<file path="src/rtl/ita_activation_out_buffer_pkg.sv">
// Shared types and constants for the activation output buffer and its neighbours.
package ita_activation_out_buffer_pkg;

  // Default geometry shared with the activation unit
  localparam int unsigned ITA_N_PE        = 16;
  localparam int unsigned ITA_WO          = 8;
  localparam int unsigned ITA_DEPTH       = 4;
  localparam int unsigned ITA_ACT_LATENCY = 2;
  localparam int unsigned ITA_CNT_W       = 16;

  // One requantised output row: N_PE signed lanes of WO bits
  typedef logic signed [ITA_N_PE-1:0][ITA_WO-1:0] requant_oup_t;
  typedef requant_oup_t act_row_t;

  // Row index inside the current output tile
  typedef logic [ITA_CNT_W-1:0] row_cnt_t;

  // FIFO event in one cycle, encoded as {accepted push, pop}
  typedef enum logic [1:0] {
    EV_IDLE = 2'b00,
    EV_POP  = 2'b01,
    EV_PUSH = 2'b10,
    EV_BOTH = 2'b11
  } fifo_ev_e;

  // Number of set bits in a 32-bit vector (valid-pipe occupancy)
  function automatic logic [5:0] popcount32(input logic [31:0] bits);
    logic [5:0] acc;
    acc = 6'd0;
    for (int i = 0; i < 32; i++) begin
      acc = acc + {5'd0, bits[i]};
    end
    return acc;
  endfunction

endpackage

</file>
<file path="src/rtl/ita_activation_out_buffer_fifo.sv">
// Show-ahead FIFO (no fall-through). A push into a full FIFO is accepted
// when a pop happens in the same cycle; flush_i beats every other event.
module ita_activation_out_buffer_fifo
  import ita_activation_out_buffer_pkg::*;
#(
  parameter int unsigned DEPTH      = 4,
  parameter int unsigned DATA_WIDTH = 128
) (
  input  logic                          clk_i,
  input  logic                          rst_ni,
  input  logic                          flush_i,
  input  logic                          push_i,
  input  logic [DATA_WIDTH-1:0]         data_i,
  input  logic                          pop_i,
  output logic [DATA_WIDTH-1:0]         data_o,
  output logic                          full_o,
  output logic                          empty_o,
  output logic [$clog2(DEPTH+1)-1:0]    usage_o
);

  localparam int unsigned PW = (DEPTH > 1) ? $clog2(DEPTH) : 1;
  localparam int unsigned CW = $clog2(DEPTH+1);

  logic [DATA_WIDTH-1:0] mem_r [DEPTH];
  logic [PW-1:0]         wr_ptr_r;
  logic [PW-1:0]         rd_ptr_r;
  logic [CW-1:0]         usage_r;
  logic                  do_push_s;
  logic                  do_pop_s;
  fifo_ev_e              ev_s;

  // Circular pointer advance, safe for non-power-of-two depths
  function automatic logic [PW-1:0] ptr_inc(input logic [PW-1:0] p);
    logic [PW-1:0] n;
    if (p == PW'(DEPTH-1)) begin
      n = {PW{1'b0}};
    end else begin
      n = p + PW'(1);
    end
    return n;
  endfunction

  assign full_o  = (usage_r == CW'(DEPTH));
  assign empty_o = (usage_r == {CW{1'b0}});
  assign usage_o = usage_r;
  assign data_o  = mem_r[rd_ptr_r];

  // Decide which side of the FIFO moves this cycle
  always_comb begin
    do_push_s = push_i & (~full_o | pop_i);
    do_pop_s  = pop_i & ~empty_o;
    ev_s      = fifo_ev_e'({do_push_s, do_pop_s});
  end

  // Pointers and occupancy
  always_ff @(posedge clk_i or negedge rst_ni) begin
    if (!rst_ni) begin
      wr_ptr_r <= {PW{1'b0}};
      rd_ptr_r <= {PW{1'b0}};
      usage_r  <= {CW{1'b0}};
    end else if (flush_i) begin
      wr_ptr_r <= {PW{1'b0}};
      rd_ptr_r <= {PW{1'b0}};
      usage_r  <= {CW{1'b0}};
    end else begin
      if (do_push_s) begin
        wr_ptr_r <= ptr_inc(wr_ptr_r);
      end
      if (do_pop_s) begin
        rd_ptr_r <= ptr_inc(rd_ptr_r);
      end
      case (ev_s)
        EV_PUSH: usage_r <= usage_r + CW'(1);
        EV_POP:  usage_r <= usage_r - CW'(1);
        default: usage_r <= usage_r;
      endcase
    end
  end

  // Storage; cleared on reset so the head reads zero out of reset
  always_ff @(posedge clk_i or negedge rst_ni) begin
    if (!rst_ni) begin
      for (int i = 0; i < int'(DEPTH); i++) begin
        mem_r[i] <= {DATA_WIDTH{1'b0}};
      end
    end else if (do_push_s && !flush_i) begin
      mem_r[wr_ptr_r] <= data_i;
    end
  end

endmodule

</file>
<file path="src/rtl/ita_activation_out_buffer.sv">
// Absorbs the fixed-latency, non-stallable activation output into a
// credit-protected FIFO and presents it downstream with valid/ready.
// Upstream issue is throttled by counting rows still inside the activation
// pipeline; the final row of every tile is tagged with last_o.
module ita_activation_out_buffer
  import ita_activation_out_buffer_pkg::*;
#(
  parameter int unsigned N_PE        = ITA_N_PE,
  parameter int unsigned WO          = ITA_WO,
  parameter int unsigned DEPTH       = ITA_DEPTH,
  parameter int unsigned ACT_LATENCY = ITA_ACT_LATENCY,
  parameter int unsigned CNT_W       = ITA_CNT_W
) (
  input  logic                          clk_i,
  input  logic                          rst_i,
  input  logic                          clear_i,
  input  logic                          valid_i,
  output logic                          issue_ready_o,
  input  logic [N_PE*WO-1:0]            act_data_i,
  input  logic [CNT_W-1:0]              tile_len_i,
  output logic [N_PE*WO-1:0]            data_o,
  output logic                          valid_o,
  input  logic                          ready_i,
  output logic                          last_o,
  output logic [$clog2(DEPTH+1)-1:0]    count_o,
  output logic                          overflow_o
);

  localparam int unsigned CW = $clog2(DEPTH+1);

  if (DEPTH < 1) begin : g_bad_depth
    $fatal(1, "ita_activation_out_buffer: DEPTH must be at least 1");
  end
  if ((ACT_LATENCY < 1) || (ACT_LATENCY > 32)) begin : g_bad_latency
    $fatal(1, "ita_activation_out_buffer: ACT_LATENCY must be in 1..32");
  end

  logic [ACT_LATENCY-1:0] valid_pipe_r;
  logic [ACT_LATENCY-1:0] valid_pipe_next_s;
  logic [31:0]            pipe_ext_s;
  logic [5:0]             inflight_next_s;
  logic                   push_s;
  logic                   pop_s;
  logic                   accept_s;
  logic                   full_s;
  logic                   empty_s;
  logic [CW-1:0]          usage_s;
  logic [CW-1:0]          count_next_s;
  logic [15:0]            credit_sum_s;
  logic                   issue_ready_r;
  logic                   issue_ready_next_s;
  logic                   overflow_r;
  logic [CNT_W-1:0]       row_cnt_r;
  logic [CNT_W-1:0]       row_cnt_next_s;
  logic [CNT_W-1:0]       last_idx_s;
  logic                   last_r;
  logic                   last_next_s;
  fifo_ev_e               ev_s;

  // Shift valid_i one step deeper into the pipe model
  if (ACT_LATENCY == 1) begin : g_pipe1
    assign valid_pipe_next_s = valid_i;
  end else begin : g_pipen
    assign valid_pipe_next_s = {valid_pipe_r[ACT_LATENCY-2:0], valid_i};
  end

  // A row leaves the activation unit when its valid reaches the pipe end
  assign push_s   = valid_pipe_r[ACT_LATENCY-1];
  assign pop_s    = valid_o & ready_i;
  assign accept_s = push_s & (~full_s | pop_s);
  assign ev_s     = fifo_ev_e'({accept_s, pop_s});

  ita_activation_out_buffer_fifo #(
    .DEPTH      (DEPTH),
    .DATA_WIDTH (N_PE*WO)
  ) i_fifo (
    .clk_i   (clk_i),
    .rst_ni  (~rst_i),
    .flush_i (clear_i),
    .push_i  (push_s),
    .data_i  (act_data_i),
    .pop_i   (pop_s),
    .data_o  (data_o),
    .full_o  (full_s),
    .empty_o (empty_s),
    .usage_o (usage_s)
  );

  assign valid_o       = ~empty_s;
  assign count_o       = usage_s;
  assign issue_ready_o = issue_ready_r;
  assign overflow_o    = overflow_r;
  assign last_o        = last_r;

  // Next occupancy and in-flight rows; the issue credit is computed one
  // cycle ahead so issue_ready_o comes straight from a flop
  always_comb begin
    count_next_s    = usage_s;
    pipe_ext_s      = 32'd0;
    inflight_next_s = 6'd0;
    if (clear_i) begin
      count_next_s = {CW{1'b0}};
    end else begin
      pipe_ext_s[ACT_LATENCY-1:0] = valid_pipe_next_s;
      inflight_next_s             = popcount32(pipe_ext_s);
      case (ev_s)
        EV_PUSH: count_next_s = usage_s + CW'(1);
        EV_POP:  count_next_s = usage_s - CW'(1);
        default: count_next_s = usage_s;
      endcase
    end
    credit_sum_s       = 16'(count_next_s) + 16'(inflight_next_s);
    issue_ready_next_s = (credit_sum_s < 16'(DEPTH));
  end

  // Tile row bookkeeping; a zero tile length behaves as length one
  always_comb begin
    if (tile_len_i == {CNT_W{1'b0}}) begin
      last_idx_s = {CNT_W{1'b0}};
    end else begin
      last_idx_s = tile_len_i - CNT_W'(1);
    end
    row_cnt_next_s = row_cnt_r;
    if (clear_i) begin
      row_cnt_next_s = {CNT_W{1'b0}};
    end else if (pop_s) begin
      if (row_cnt_r == last_idx_s) begin
        row_cnt_next_s = {CNT_W{1'b0}};
      end else begin
        row_cnt_next_s = row_cnt_r + CNT_W'(1);
      end
    end else begin
      row_cnt_next_s = row_cnt_r;
    end
    last_next_s = (count_next_s != {CW{1'b0}}) && (row_cnt_next_s == last_idx_s);
  end

  // Valid pipe, credits, row counter and last flag
  always_ff @(posedge clk_i or posedge rst_i) begin
    if (rst_i) begin
      valid_pipe_r  <= {ACT_LATENCY{1'b0}};
      issue_ready_r <= 1'b0;
      row_cnt_r     <= {CNT_W{1'b0}};
      last_r        <= 1'b0;
    end else if (clear_i) begin
      valid_pipe_r  <= {ACT_LATENCY{1'b0}};
      issue_ready_r <= issue_ready_next_s;
      row_cnt_r     <= {CNT_W{1'b0}};
      last_r        <= 1'b0;
    end else begin
      valid_pipe_r  <= valid_pipe_next_s;
      issue_ready_r <= issue_ready_next_s;
      row_cnt_r     <= row_cnt_next_s;
      last_r        <= last_next_s;
    end
  end

  // Sticky overflow: a row arrived with the FIFO full and nothing leaving
  always_ff @(posedge clk_i or posedge rst_i) begin
    if (rst_i) begin
      overflow_r <= 1'b0;
    end else if (clear_i) begin
      overflow_r <= 1'b0;
    end else if (push_s && full_s && !pop_s) begin
      overflow_r <= 1'b1;
    end
  end

endmodule

</file>
<file path="config.mk">
export PLATFORM = sky130hd
export DESIGN_NAME = ita_activation_out_buffer
export DESIGN_NICKNAME = d
export VERILOG_FILES = /design/src/rtl/ita_activation_out_buffer_pkg.sv /design/src/rtl/ita_activation_out_buffer_fifo.sv /design/src/rtl/ita_activation_out_buffer.sv
export SDC_FILE = /design/constraint.sdc
export NUM_CORES = 1
export LEC_CHECK = 0
export BUFFER_PORTS_ARGS = -buffer_cell sky130_fd_sc_hd__buf_4
export CORE_ASPECT_RATIO = 0.75
export CORE_UTILIZATION = 35
export CTS_CLUSTER_DIAMETER = 40
export DETAILED_ROUTE_END_ITERATION = 16
export PLACE_DENSITY = 0.58
export SYNTH_ARGS = -nofsm -noshare
export SYNTH_HDL_FRONTEND = slang
export SYNTH_SLANG_ARGS = --single-unit
</file>
<file path="constraint.sdc">
create_clock -name clk_i -period 22.4 [get_ports clk_i]
set_clock_uncertainty 0.15 [all_clocks]
set_input_delay 1.12 -clock clk_i [delete_from_list [all_inputs] [get_ports clk_i]]
set_output_delay 1.12 -clock clk_i [all_outputs]
set_load 0.05 [all_outputs]
</file>
==> metrics.md, run 1 <==
| Metric | Value |
|---|---|
| Total number of vias | 14930 |
| Net count of the mapped netlist | 1782 |
| Cts hold-fix bufs | 0 |
| Initial core utilization | 35.7% |
| Diodes inserted | 0 |
| Max cap viols | 0 |
| Layout area overhead | 24.0% |
| Die height | 232 um |
| Average cell area after synthesis | 15.2 um^2 |
| Routed Antenna Nets | 0 |
| Pre-CTS setup slack | 17.42 ns |
| CTS tree | yes |
| Final net count | 2062 |
| WS Path Type | flop to primary output |
| Cell count after synthesis | 1620 |
| Synth area leader | dfrtp_1 |
| Slew HR | 25.2% |
| DPL Wire Length | 37100 um |
| VDD IR max | 0.0609 mV |
| Pwr dens | 118 nW/um^2 |
| DRC Markers | 0 |
| Clk buf depth | 3 |
| GPL Wtd Cong | 0.833 |
| Initial DRC Count | 708 |
| Detailed-router iteration count before antenna repair | 6 |
| Yosys reg bits | 540 |
| Number of synthesis warnings | 0 |
| IO buf count | 283 |
| Depth of the CTS H-tree | 3 |
| Layout fillers | 6189 |
| Top cells by area, synth | dfrtp_1, mux2_2, mux4_2 |
| Final Cycle Share | 21.8% |
| Final hold vios | 0 |
| Worst Hold Class | flop to flop |
| Vias in the first global route | 16477 |
| Gr ovfl total | 0 |
| Die width | 309 um |
| CP Capture Type | primary output |
| CTS Root Cell | clkbuf_16 |
| Post-cts resize count | 0 |
| Most instantiated cells after synthesis | dfrtp_1, mux2_2, mux4_2 |
| TritonCTS Buffers | 80 |
| First-pass GRT wire length | 95700 um |
| Largest net degree at the start of global routing | 112 |
| WP data arrival | 3.62 ns |
| Crit-path max FO | 55 |
| Ys flop type | dfrtp_1 |
| Worst EP required | 21.13 ns |
| Status | finished, final reports clean |
| Floorplan core area | 69100 um^2 |
| Die ar. | 71600 um^2 |
| Sequential element share of the synthesized area | 54.8% |
| Synth cell types | 62 |
| Initial antenna violation count | 3 |
| Post-Syn Area | 24700 um^2 |
| Top-count cell post-synth | dfrtp_1 |
| Cell Rows | 83 |
| Final Critical Period | 4.89 ns |
| Final Max Tran Viols | 0 |
| Postcts setup bufs | 0 |
| Skew-Pair Late Insertion Delay | 0.61 ns |
| IO Pins | 284 |
| Setup WS post-layout | 17.51 ns |
| Actual slew at the worst max-slew pin | 1.12 ns |
| Drt wl/cell | 20.7 um |
| Gr usage total | 17.2% |
| Final setup fails | 0 |
| P_leak | 14.4 nW |
| Worst Setup Start Kind | flop |
| Via-per-instance ratio | 5.15 |
| Top-area cell type share of the netlist area | 54.8% |
| Clock sinks | 540 |
| Setup TNS Final | 0 ns |
| RSZ-0062 raised after global routing | false |
| Clock-pin slew on the worst setup and hold paths | 0.05 ns |
| Tot Pwr | 0.00361 W |
| Async S/R FF share, synth | 100% |
| Post-synth EDFFs | 0 |
| Max Fclk | 205 MHz |
| Final WL | 59900 um |
| Share of cells above drive strength 1 | 56.2% |
## cells in the final DEF (no fill, tap or decap), types with 3 or more instances in the layout
cell / instances
clkbuf_1: 5
clkbuf_8: 7
inv_1: 11
clkinv_16: 3
a211o_1: 3
mux2_2: 513
clkinv_4: 11
nand3_1: 18
a211oi_1: 4
ha_1: 13
and2_1: 5
buf_4: 302
o2bb2ai_1: 3
o31ai_1: 4
mux4_2: 128
a21oi_1: 15
nand2b_1: 4
or4_1: 5
o21ai_0: 16
nor2b_1: 7
or3_1: 5
a31oi_1: 4
clkinv_2: 5
o22ai_1: 3
or2_2: 4
xor2_1: 18
and4_1: 4
nor4_1: 7
bufinv_16: 10
and3_1: 5
nor3_1: 17
xnor2_1: 19
inv_6: 12
clkbuf_16: 80
nand2_4: 4
dfrtp_1: 538
nand2_1: 38
nor2_1: 55
clkinvlp_4: 11
nand4_1: 6
## cell families after synthesis
kind of cell / count (synthesis) / synth area share, %
AOI/OAI and AO/OA: 82 / 2.44
xor gates and xnor gates: 37 / 1.31
adders and majority gates: 13 / 0.659
buffers and inverters: 116 / 1.80
DFF: 540 / 54.8
muxes: 642 / 35.1
and+or+nand+nor: 190 / 3.90
## flip-flops by register name (all words and copies together), names as in the netlist
signal           flops
i_fifo.mem_r       512
row_cnt_r           16
i_fifo.usage_o       3
i_fifo.rd_ptr_r      2
i_fifo.wr_ptr_r      2
valid_pipe_r         2
issue_ready_o        1
last_o               1
overflow_o           1
## final timing paths
check | startpoint | endpoint | slack [ns] | depth (start not counted)
min | i_fifo.mem_r[213]$_DFFE_PP0P_ | i_fifo.mem_r[213]$_DFFE_PP0P_ | 0.35 | 1
max reg2reg | i_fifo.usage_o[0]$_DFFE_PP0P_ | i_fifo.mem_r[65]$_DFFE_PP0P_ | 18.27 | 9
max | i_fifo.rd_ptr_r[1]$_DFFE_PP0P_ | data_o[29] | 17.51 | 4
min reg2reg | i_fifo.mem_r[213]$_DFFE_PP0P_ | i_fifo.mem_r[213]$_DFFE_PP0P_ | 0.35 | 1
min in group asynchronous | rst_i | i_fifo.mem_r[114]$_DFFE_PP0P_ | 0.52 | 2
max in group asynchronous | rst_i | i_fifo.mem_r[315]$_DFFE_PP0P_ | 18.22 | 5
## power by group
group	switching [W]	total (W)	leakage [nW]	internal (W)
registers	0.0000679	0.00116	7.22	0.00109
logic	0.000707	0.00115	5.81	0.000441
clock network	0.000490	0.00130	1.35	0.000812
## layout make-up
type                       instances  area (um^2)  share of cell area (%)
tap                              935         1170                    3.82
multi-input combinational        964        10800                    35.1
sequential                       540        13500                    44.2
clock buffer                      92         2120                    6.92
clock inverter                    54          731                    2.39
inverter                          12         52.6                   0.172
timing repair buffer             302         2270                    7.41
## routing by layer
| metal | global-route usage [%] | routed length [um] | vias up | share of wire [%] |
|---|---|---|---|---|
| li1 | - | - | 6637 | - |
| met1 | 22.8 | 26700 | 7883 | 45 |
| met2 | 27.3 | 28300 | 318 | 47 |
| met3 | 4.84 | 3530 | 86 | 5.9 |
| met4 | 5.10 | 1340 | 6 | 2.2 |
| met5 | 0 | 44 | - | 0.073 |
## worst max-delay path: stages (launching register included)
cell     delay [ns]
dfrtp_4        0.68
buf_4          0.76
buf_4          0.81
mux4_2         0.46
buf_4          0.21
## through the flow
stage	instances	utilization, %	hold slack [ns]	instance area, um^2
after floorplan	1620	-	0.318	24700
after global placement	2753	40.2	0.331	27800
after detailed placement	2753	40.2	0.337	27800
after CTS	2899	44.3	0.349	30600
after global routing	2899	44.3	0.353	30600
final	2899	44.3	0.346	30600
No activity file was read; power rests on OpenSTA's default activity.
==> inputs of run 2 (changes only) <==
ABC_AREA = 1   (was default)
PLACE_DENSITY = 0.6   (was 0.58)
clock period = 4 ns   (was 22.4 ns; I/O delays follow)
==> run 2 against run 1 <==
Critical path depth increased by 18. Area after synthesis decreased by 1.4%. Power increased to 5.9 times the previous value. Core utilization increased by 2.0 points. Critical endpoint is now last_o$_DFF_PP0_.
==> metrics.md, run 2 <==
| Metric | Value |
|---|---|
| Routed Antenna Nets | 0 (unchanged) |
| RSZ-0062 raised after global routing | false |
| CP Capture Type | flop |
| Async S/R FF share, synth | 100% (unchanged) |
| Actual slew at the worst max-slew pin | 0.948 ns (-0.174 ns) |
| Post-synthesis compound-gate area fraction | 19.9% (+17 points) |
| TritonCTS Buffers | 82 (+2.5%) |
| Cell count after synthesis | 2961 (+83%) |
| GPL Wtd Cong | 0.875 (+5.1%) |
| Initial core utilization | 35.5% (-0.25 points) |
| R2R setup slack | 0.50 ns (-17.77 ns) |
| Worst EP required | 4.40 ns (-16.73 ns) |
| Synth cell types | 34 (-45%) |
| Crit path capture | last_o$_DFF_PP0_ |
| VDD IR max | 0.501 mV (+720%) |
| Final Max Tran Viols | 0 (unchanged) |
| Largest Register | i_fifo.mem_r |
| Sequential share of power | 31.6% (-0.5 points) |
| Clk buf depth | 3 (unchanged) |
| Leading cell type in the layout, fill and taps excluded | o21ai_0 |
| Skew-Pair Late Insertion Delay | 0.62 ns (about the same) |
| Slew HR | 36.8% (+12 points) |
| IO buf count | 283 (unchanged) |
| Largest net degree at the start of global routing | 163 (+46%) |
| Final net count | 3470 (+68%) |
| Gr ovfl total | 0 (unchanged) |
| P_leak | 15.5 nW (+7.5%) |
| Worst Setup Start Kind | input pin |
| Clock sinks | 540 (unchanged) |
| Ys flop type | dfrtp_1 |
| Final Critical Period | 3.62 ns |
| Top cells by area, synth | dfrtp_1, o21ai_0, nand2_1 |
| Comb power frac | 33.6% (+1.8 points) |
| Die width | 306 um (-0.71%) |
| Initial antenna violation count | 3 (unchanged) |
| Net Sw Frac | 39.3% (+4.2 points) |
| Average cell area after synthesis | 8.22 um^2 (-46%) |
| RR Startpoint | i_fifo.usage_o[0]$_DFFE_PP0P_ |
| Status | finished, final reports clean |
| WHS | 0.0958 ns (-0.251 ns) |
| WP data arrival | 4.03 ns (+0.41 ns) |
| Layout area overhead | 30.6% |
| Yosys reg bits | 540 (unchanged) |
| Number of synthesis warnings | 0 (unchanged) |
| Setup TNS Final | 0 ns (unchanged) |
| Top-area cell type share of the netlist area | 55.5% (+0.80 points) |
| Adder-cell area share of the yosys netlist | 0.669% (+0.0096 points) |
| Simple-gate portion of the synthesized area | 17.0% (+13 points) |
| Final setup fails | 0 (unchanged) |
| Clock Power Share | 34.8% (-1.3 points) |
| Mux cell area share after synthesis | 0% (-35 points) |
| Total number of vias | 21219 (+42%) |
| Post-synth EDFFs | 0 (unchanged) |
| Commonest cells after routing, fill and taps aside | o21ai_0, nand2_1, dfrtp_1 |
| Crit-path max FO | 31 (-44%) |
| Depth of the CTS H-tree | 3 (unchanged) |
| DRC Markers | 0 (unchanged) |
| Post-synthesis xor/xnor area fraction | 0.360% (-0.95 points) |
| DPL Wire Length | 41200 um (+11%) |
| Worst Reg-to-Reg Cells | 21 (+12) |
| Share of cells above drive strength 1 | 15.4% (-41 points) |
| Combinational family with the most area after synthesis | compound AO/OA/AOI/OAI gates |
| Crit path from | tile_len_i[0] |
| Die ar. | 70600 um^2 (-1.4%) |
| Pwr dens | 670 nW/um^2 (+470%) |
| Initial DRC Count | 1466 (+110%) |
| Detailed-router iteration count before antenna repair | 5 (-1) |
| Net count of the mapped netlist | 3123 (+75%) |
| Drt wl/cell | 16.1 um (-22%) |
| Max cap viols | 0 (unchanged) |
| Vias in the first global route | 20417 (+24%) |
| Max FFs per register | 512 (unchanged) |
| Die height | 230 um (-0.71%) |
| Final WL | 68900 um (+15%) |
| Placed Cells | 3978 (+44%) |
| Top-count cell post-synth | o21ai_0 |
| Final cell count without fillers | 4272 (+47%) |
| Most instantiated cells after synthesis | o21ai_0, nand2_1, dfrtp_1 |
| Final hold vios | 0 (unchanged) |
| Via-per-instance ratio | 4.97 (-3.6%) |
| First-pass GRT wire length | 112000 um (+17%) |
| Max Fclk | 276 MHz |
| Final Cycle Share | 90.6% |
| CTS tree | yes |
| Postcts setup bufs | 0 (unchanged) |
| Sequential element share of the synthesized area | 55.5% (+0.80 points) |
| Clock-pin slew on the worst setup and hold paths | 0.05 ns (about the same) |
| CTS Root Cell | clkbuf_16 |
| Layout Utilization | 46.3% (+2.0 points) |
| WS Path Type | input pin to flop |
| Worst Hold Class | input pin to flop |
| Synth area leader | dfrtp_1 |
| Post-Syn Area | 24300 um^2 (-1.4%) |
| Gr usage total | 19.6% (+2.4 points) |
| Worst reg2reg endpoint | last_o$_DFF_PP0_ |
| Int Pwr | 0.0129 W (+450%) |
| Floorplan core area | 68500 um^2 (-0.75%) |
| IO Pins | 284 (unchanged) |
| Cell Rows | 83 (unchanged) |
| Net Sw Power | 0.00836 W (+560%) |
## run 2: cell types whose count changed after synthesis, moves of 11 or more
cell / delta
o21ai_0: +769
xnor2_1: -16
buf_1: -18
xor2_1: -11
o22ai_1: +125
inv_1: +188
mux4_2: -128
nor2_1: +257
clkbuf_1: +117
nand3_1: +28
mux2_2: -513
nand2_1: +607
## run 2: worst min path at each step
stage / to / from / cells after the start / slack, ns
after floorplan: valid_pipe_r[0]$_DFF_PP0_ / valid_i / 2 / 0.15
after global placement: i_fifo.usage_o[0]$_DFFE_PP0P_ / rst_i / 2 / 0.27
after detailed placement: i_fifo.usage_o[0]$_DFFE_PP0P_ / rst_i / 2 / 0.28
after CTS: last_o$_DFF_PP0_ / tile_len_i[3] / 8 / 0.02
after global routing: last_o$_DFF_PP0_ / tile_len_i[3] / 8 / 0.13
final: last_o$_DFF_PP0_ / tile_len_i[3] / 8 / 0.1
## run 2: worst max-delay path, stage by stage
cell,delay (ns)
dlygate4sd3_1,0.54
buf_4,0.14
inv_2,0.07
ha_1,0.23
nand2_2,0.13
nor2_1,0.21
nand2_4,0.24
nand3_1,0.21
nand2_1,0.06
nand2_1,0.05
nand3_1,0.06
nor2_1,0.19
nand4_1,0.28
buf_4,0.30
nand2_1,0.10
inv_2,0.04
nand2_1,0.06
o21ai_1,0.06
nor2_1,0.10
nand3_1,0.08
dlygate4sd3_1,0.56
nor2_1,0.10
## run 2: through the flow
step           setup WS, ns  instance area (um^2)  power, W
2_1_floorplan         -3.69                 24300    0.0116
4_1_cts               0.316                 31800    0.0215
5_1_grt              0.0581                 31800    0.0223
3_3_place_gp          0.784                 27500    0.0138
3_5_place_dp          0.756                 27500    0.0139
6_report              0.377                 31800    0.0213
## run 2: layout make-up
cell class	count	area (um^2)
Inverter	210	802
Multi-Input combinational cell	2005	9270
Sequential cell	540	13500
Antenna cell	2	5.00
Timing Repair Buffer	469	4150
Clock buffer	93	2150
Clock inverter	61	747
Fill cell	6661	36800
Tap cell	892	1120
## run 2: power groups by stage
stage	clock network, W	logic (W)	registers [W]
after global routing	0.00782	0.00770	0.00683
after detailed placement	0	0.00706	0.00679
after CTS	0.00759	0.00719	0.00671
after floorplan	0	0.00485	0.00674
after global placement	0	0.00704	0.00679
final	0.00741	0.00715	0.00672
## run 2: kinds of logic after synthesis
| logic type | count (synthesis) |
|---|---|
| AO/OA/AOI/OAI | 932 |
| XOR/XNOR | 10 |
| adder cells (fa/ha/maj) | 13 |
| buffers and inverters | 416 |
| flip-flops | 540 |
| AND/OR/NAND/NOR | 1050 |
## run 2: what timing repair did
item,in CTS,in global routing
endpoints found under the setup margin,0,1
endpoints found under the hold margin,542,0
gates resized for setup,0,1
hold buffers,138,0
## run 2: per-layer routing
metal	vias up	GRT usage (%)	wire length (um)
met3	104	4.51	4460
met5	-	0	10
met4	2	5.05	1240
li1	10489	-	-
met1	10063	27.9	33300
met2	561	30.0	29900
==> inputs of run 3 (changes only) <==
ABC_AREA = 0   (was 1)
==> run 3 against run 2 <==
Count of clock-buffer cells in the layout is 2 lower. Sequential share of layout area shrank 1.0 points. Via count is 26% lower. Final cell count down 28%. Worst setup slack better by 0.14 ns. Global-route usage fell by 2.3 points. Largest cell class unchanged. Flip-flop and latch count did not move. Highest routed layer is now met4. First-iteration DRC count decreased by 51%. Critical endpoint unchanged. Clock power grew 4.2%. Combinational power down 7.4%. Design area grew 2.5%. Critical path type is now flop to flop.
==> metrics.md, run 3 (same netlist as run 1, synthesis figures left out) <==
| Metric | Value |
|---|---|
| Final Max Tran Viols | 0 (unchanged) |
| Initial antenna violation count | 3 (unchanged) |
| Worst-path cell chain | or4_1, o21ai_0, o31ai_1, a2111o_1, nor4_4, a31o_2, o221a_2, o2111ai_1, a2111oi_2 |
| Share of cells above drive strength 1 | 53.6% (+38 points) |
| Final WL | 60800 um (-12%) |
| CP Capture Type | flop |
| Worst hold path depth | 6 (-2) |
| Clk buf depth | 3 (unchanged) |
| CP max-delay cell | or4_1 |
| IO Pins | 284 (unchanged) |
| Layout fillers | 6004 (-9.9%) |
| Via-per-instance ratio | 5.08 (+2.4%) |
| TritonCTS Buffers | 81 (-1.2%) |
| Die width | 309 um (+0.72%) |
| P_leak | 15.3 nW (-1.1%) |
| Routed Antenna Nets | 0 (unchanged) |
| CTS tree | yes |
| Max cap viols | 0 (unchanged) |
| WP data arrival | 3.83 ns (-0.20 ns) |
| Gr ovfl total | 0 (unchanged) |
| WS Path Type | flop to flop |
| Slew HR | 44.3% (+7.5 points) |
| Die ar. | 71600 um^2 (+1.4%) |
| Crit-path max FO | 14 (-55%) |
| Actual slew at the worst max-slew pin | 0.834 ns (-0.114 ns) |
| Gr usage total | 17.3% (-2.3 points) |
| Setup WS post-layout | 0.517 ns (+0.140 ns) |
| Tot Pwr | 0.0208 W (-2.0%) |
| Initial DRC Count | 724 (-51%) |
| Worst Reg-to-Reg Cells | 9 (-57%) |
| Final Instance Area | 32600 um^2 (+2.5%) |
| Final Critical Period | 3.48 ns (-0.140 ns) |
| VDD IR max | 0.435 mV (-13%) |
| Total number of vias | 15614 (-26%) |
| RSZ-0062 raised after global routing | false |
| Max FFs per register | 512 (unchanged) |
| Vias in the first global route | 17123 (-16%) |
| Depth of the CTS H-tree | 3 (unchanged) |
| Initial core utilization | 35.7% (+0.25 points) |
| Die height | 232 um (+0.72%) |
| Floorplan core area | 69100 um^2 (+0.76%) |
| Clock-pin slew on the worst setup and hold paths | 0.05 ns (about the same) |
| Worst Setup Start Kind | flop |
| Detailed-router iteration count before antenna repair | 5 (unchanged) |
| Largest net degree at the start of global routing | 84 (-48%) |
| Final Cycle Share | 87.1% (-3.5 points) |
| Commonest cells after routing, fill and taps aside | dfrtp_1, mux2_2, buf_4 |
| DRC Markers | 0 (unchanged) |
| Cell Rows | 83 (unchanged) |
| Pwr dens | 640 nW/um^2 (-4.4%) |
| Final hold vios | 0 (unchanged) |
| First-pass GRT wire length | 96900 um (-13%) |
| Layout area overhead | 31.9% |
| Worst EP required | 4.35 ns (-0.05 ns) |
| Clock sinks | 540 (unchanged) |
| WHS | 0.0557 ns (-0.0401 ns) |
| Delay of the slowest critical-path stage | 0.54 ns (-0.02 ns) |
| Final setup fails | 0 (unchanged) |
| Final net count | 2229 (-36%) |
| Post-cts resize count | 0 (unchanged) |
| Postcts setup bufs | 0 (unchanged) |
| GPL Wtd Cong | 0.816 (-6.7%) |
| Placed instance area | 28200 um^2 (+2.8%) |
| Largest Register | i_fifo.mem_r |
| CTS Root Cell | clkbuf_16 |
| Status | finished, final reports clean |
| Drt wl/cell | 19.8 um (+23%) |
| DPL Wire Length | 39100 um (-5.3%) |
| Skew-Pair Late Insertion Delay | 0.62 ns (about the same) |
| Leading cell type in the layout, fill and taps excluded | dfrtp_1 |
| IO buf count | 283 (unchanged) |
| Max Fclk | 287 MHz (+4.0%) |
| Worst Hold Class | input pin to flop |
| Pre-CTS setup slack | 0.0593 ns (-0.697 ns) |
-- run 3: cell types whose count changed in the layout (fill, tap and decap cells not counted), sizes merged, moves of 8 or more --
cell      change
o21ai       -771
nand2       -616
mux2        +513
nor2        -265
inv         -198
mux4        +128
o22ai       -125
nand3        -32
xnor2        +16
xor2         +11
clkinvlp     -10
nor3          +9
nor4          +8
-- run 3: power by group --
part           total (W)  switching, W  leakage, nW  internal, W
Clock            0.00772       0.00277         1.46      0.00495
Combinational    0.00662       0.00398         6.61      0.00264
Sequential       0.00651      0.000412         7.22      0.00610
-- run 3: worst max-delay path: cells and delay by family, from the launching register on --
| kind | cells | cell delay, ns |
|---|---|---|
| AOI/OAI and AO/OA | 7 | 1.81 |
| DFF | 1 | 0.51 |
| and+or+nand+nor | 2 | 0.89 |
-- run 3: area by class of cell --
| cell class | instances | area (um^2) | area share (%) |
|---|---|---|---|
| flip-flops and latches | 540 | 13500 | 41.5 |
| well taps | 935 | 1170 | 3.59 |
| clock inverters | 59 | 833 | 2.56 |
| multi-input cells | 964 | 10800 | 33.0 |
| diodes | 2 | 5.00 | 0.0154 |
| repair buffers | 468 | 4070 | 12.5 |
| clock buffers | 91 | 2160 | 6.62 |
| inverters | 12 | 48.8 | 0.150 |
-- run 3: per-stage QoR --
| stage | setup TNS [ns] | instances | util, % |
|---|---|---|---|
| 2_1_floorplan | -1994.75 | 1620 | - |
| 3_5_place_dp | 0 | 2786 | 40.9 |
| 5_1_grt | 0 | 3071 | 47.1 |
| 4_1_cts | 0 | 3069 | 47.1 |
| 6_report | 0 | 3071 | 47.1 |
| 3_3_place_gp | 0 | 2786 | 40.9 |
-- run 3: repair_timing --
item                                    in CTS  in global routing
hold buffers                               133                  0
endpoints found under the setup margin       0                  0
endpoints found under the hold margin      552                  0
-- run 3: layer usage --
metal | wire, um | track usage (%)
met5 | 0 | 0
met2 | 29700 | 28.5
met4 | 1190 | 4.62
met1 | 26500 | 22.3
met3 | 3520 | 5.02
-- run 3: path summary, 6_finish.rpt --
path                                            from                             to  slack, ns
min                                   tile_len_i[14]               last_o$_DFF_PP0_       0.06
min in group asynchronous                      rst_i  i_fifo.mem_r[262]$_DFFE_PP0P_       0.15
min reg2reg                valid_pipe_r[0]$_DFF_PP0_      valid_pipe_r[1]$_DFF_PP0_       0.34
max reg2reg                   row_cnt_r[5]$_DFF_PP0_               last_o$_DFF_PP0_       0.52
max in group asynchronous                      rst_i  i_fifo.mem_r[279]$_DFFE_PP0P_       2.34
max                           row_cnt_r[5]$_DFF_PP0_               last_o$_DFF_PP0_       0.52
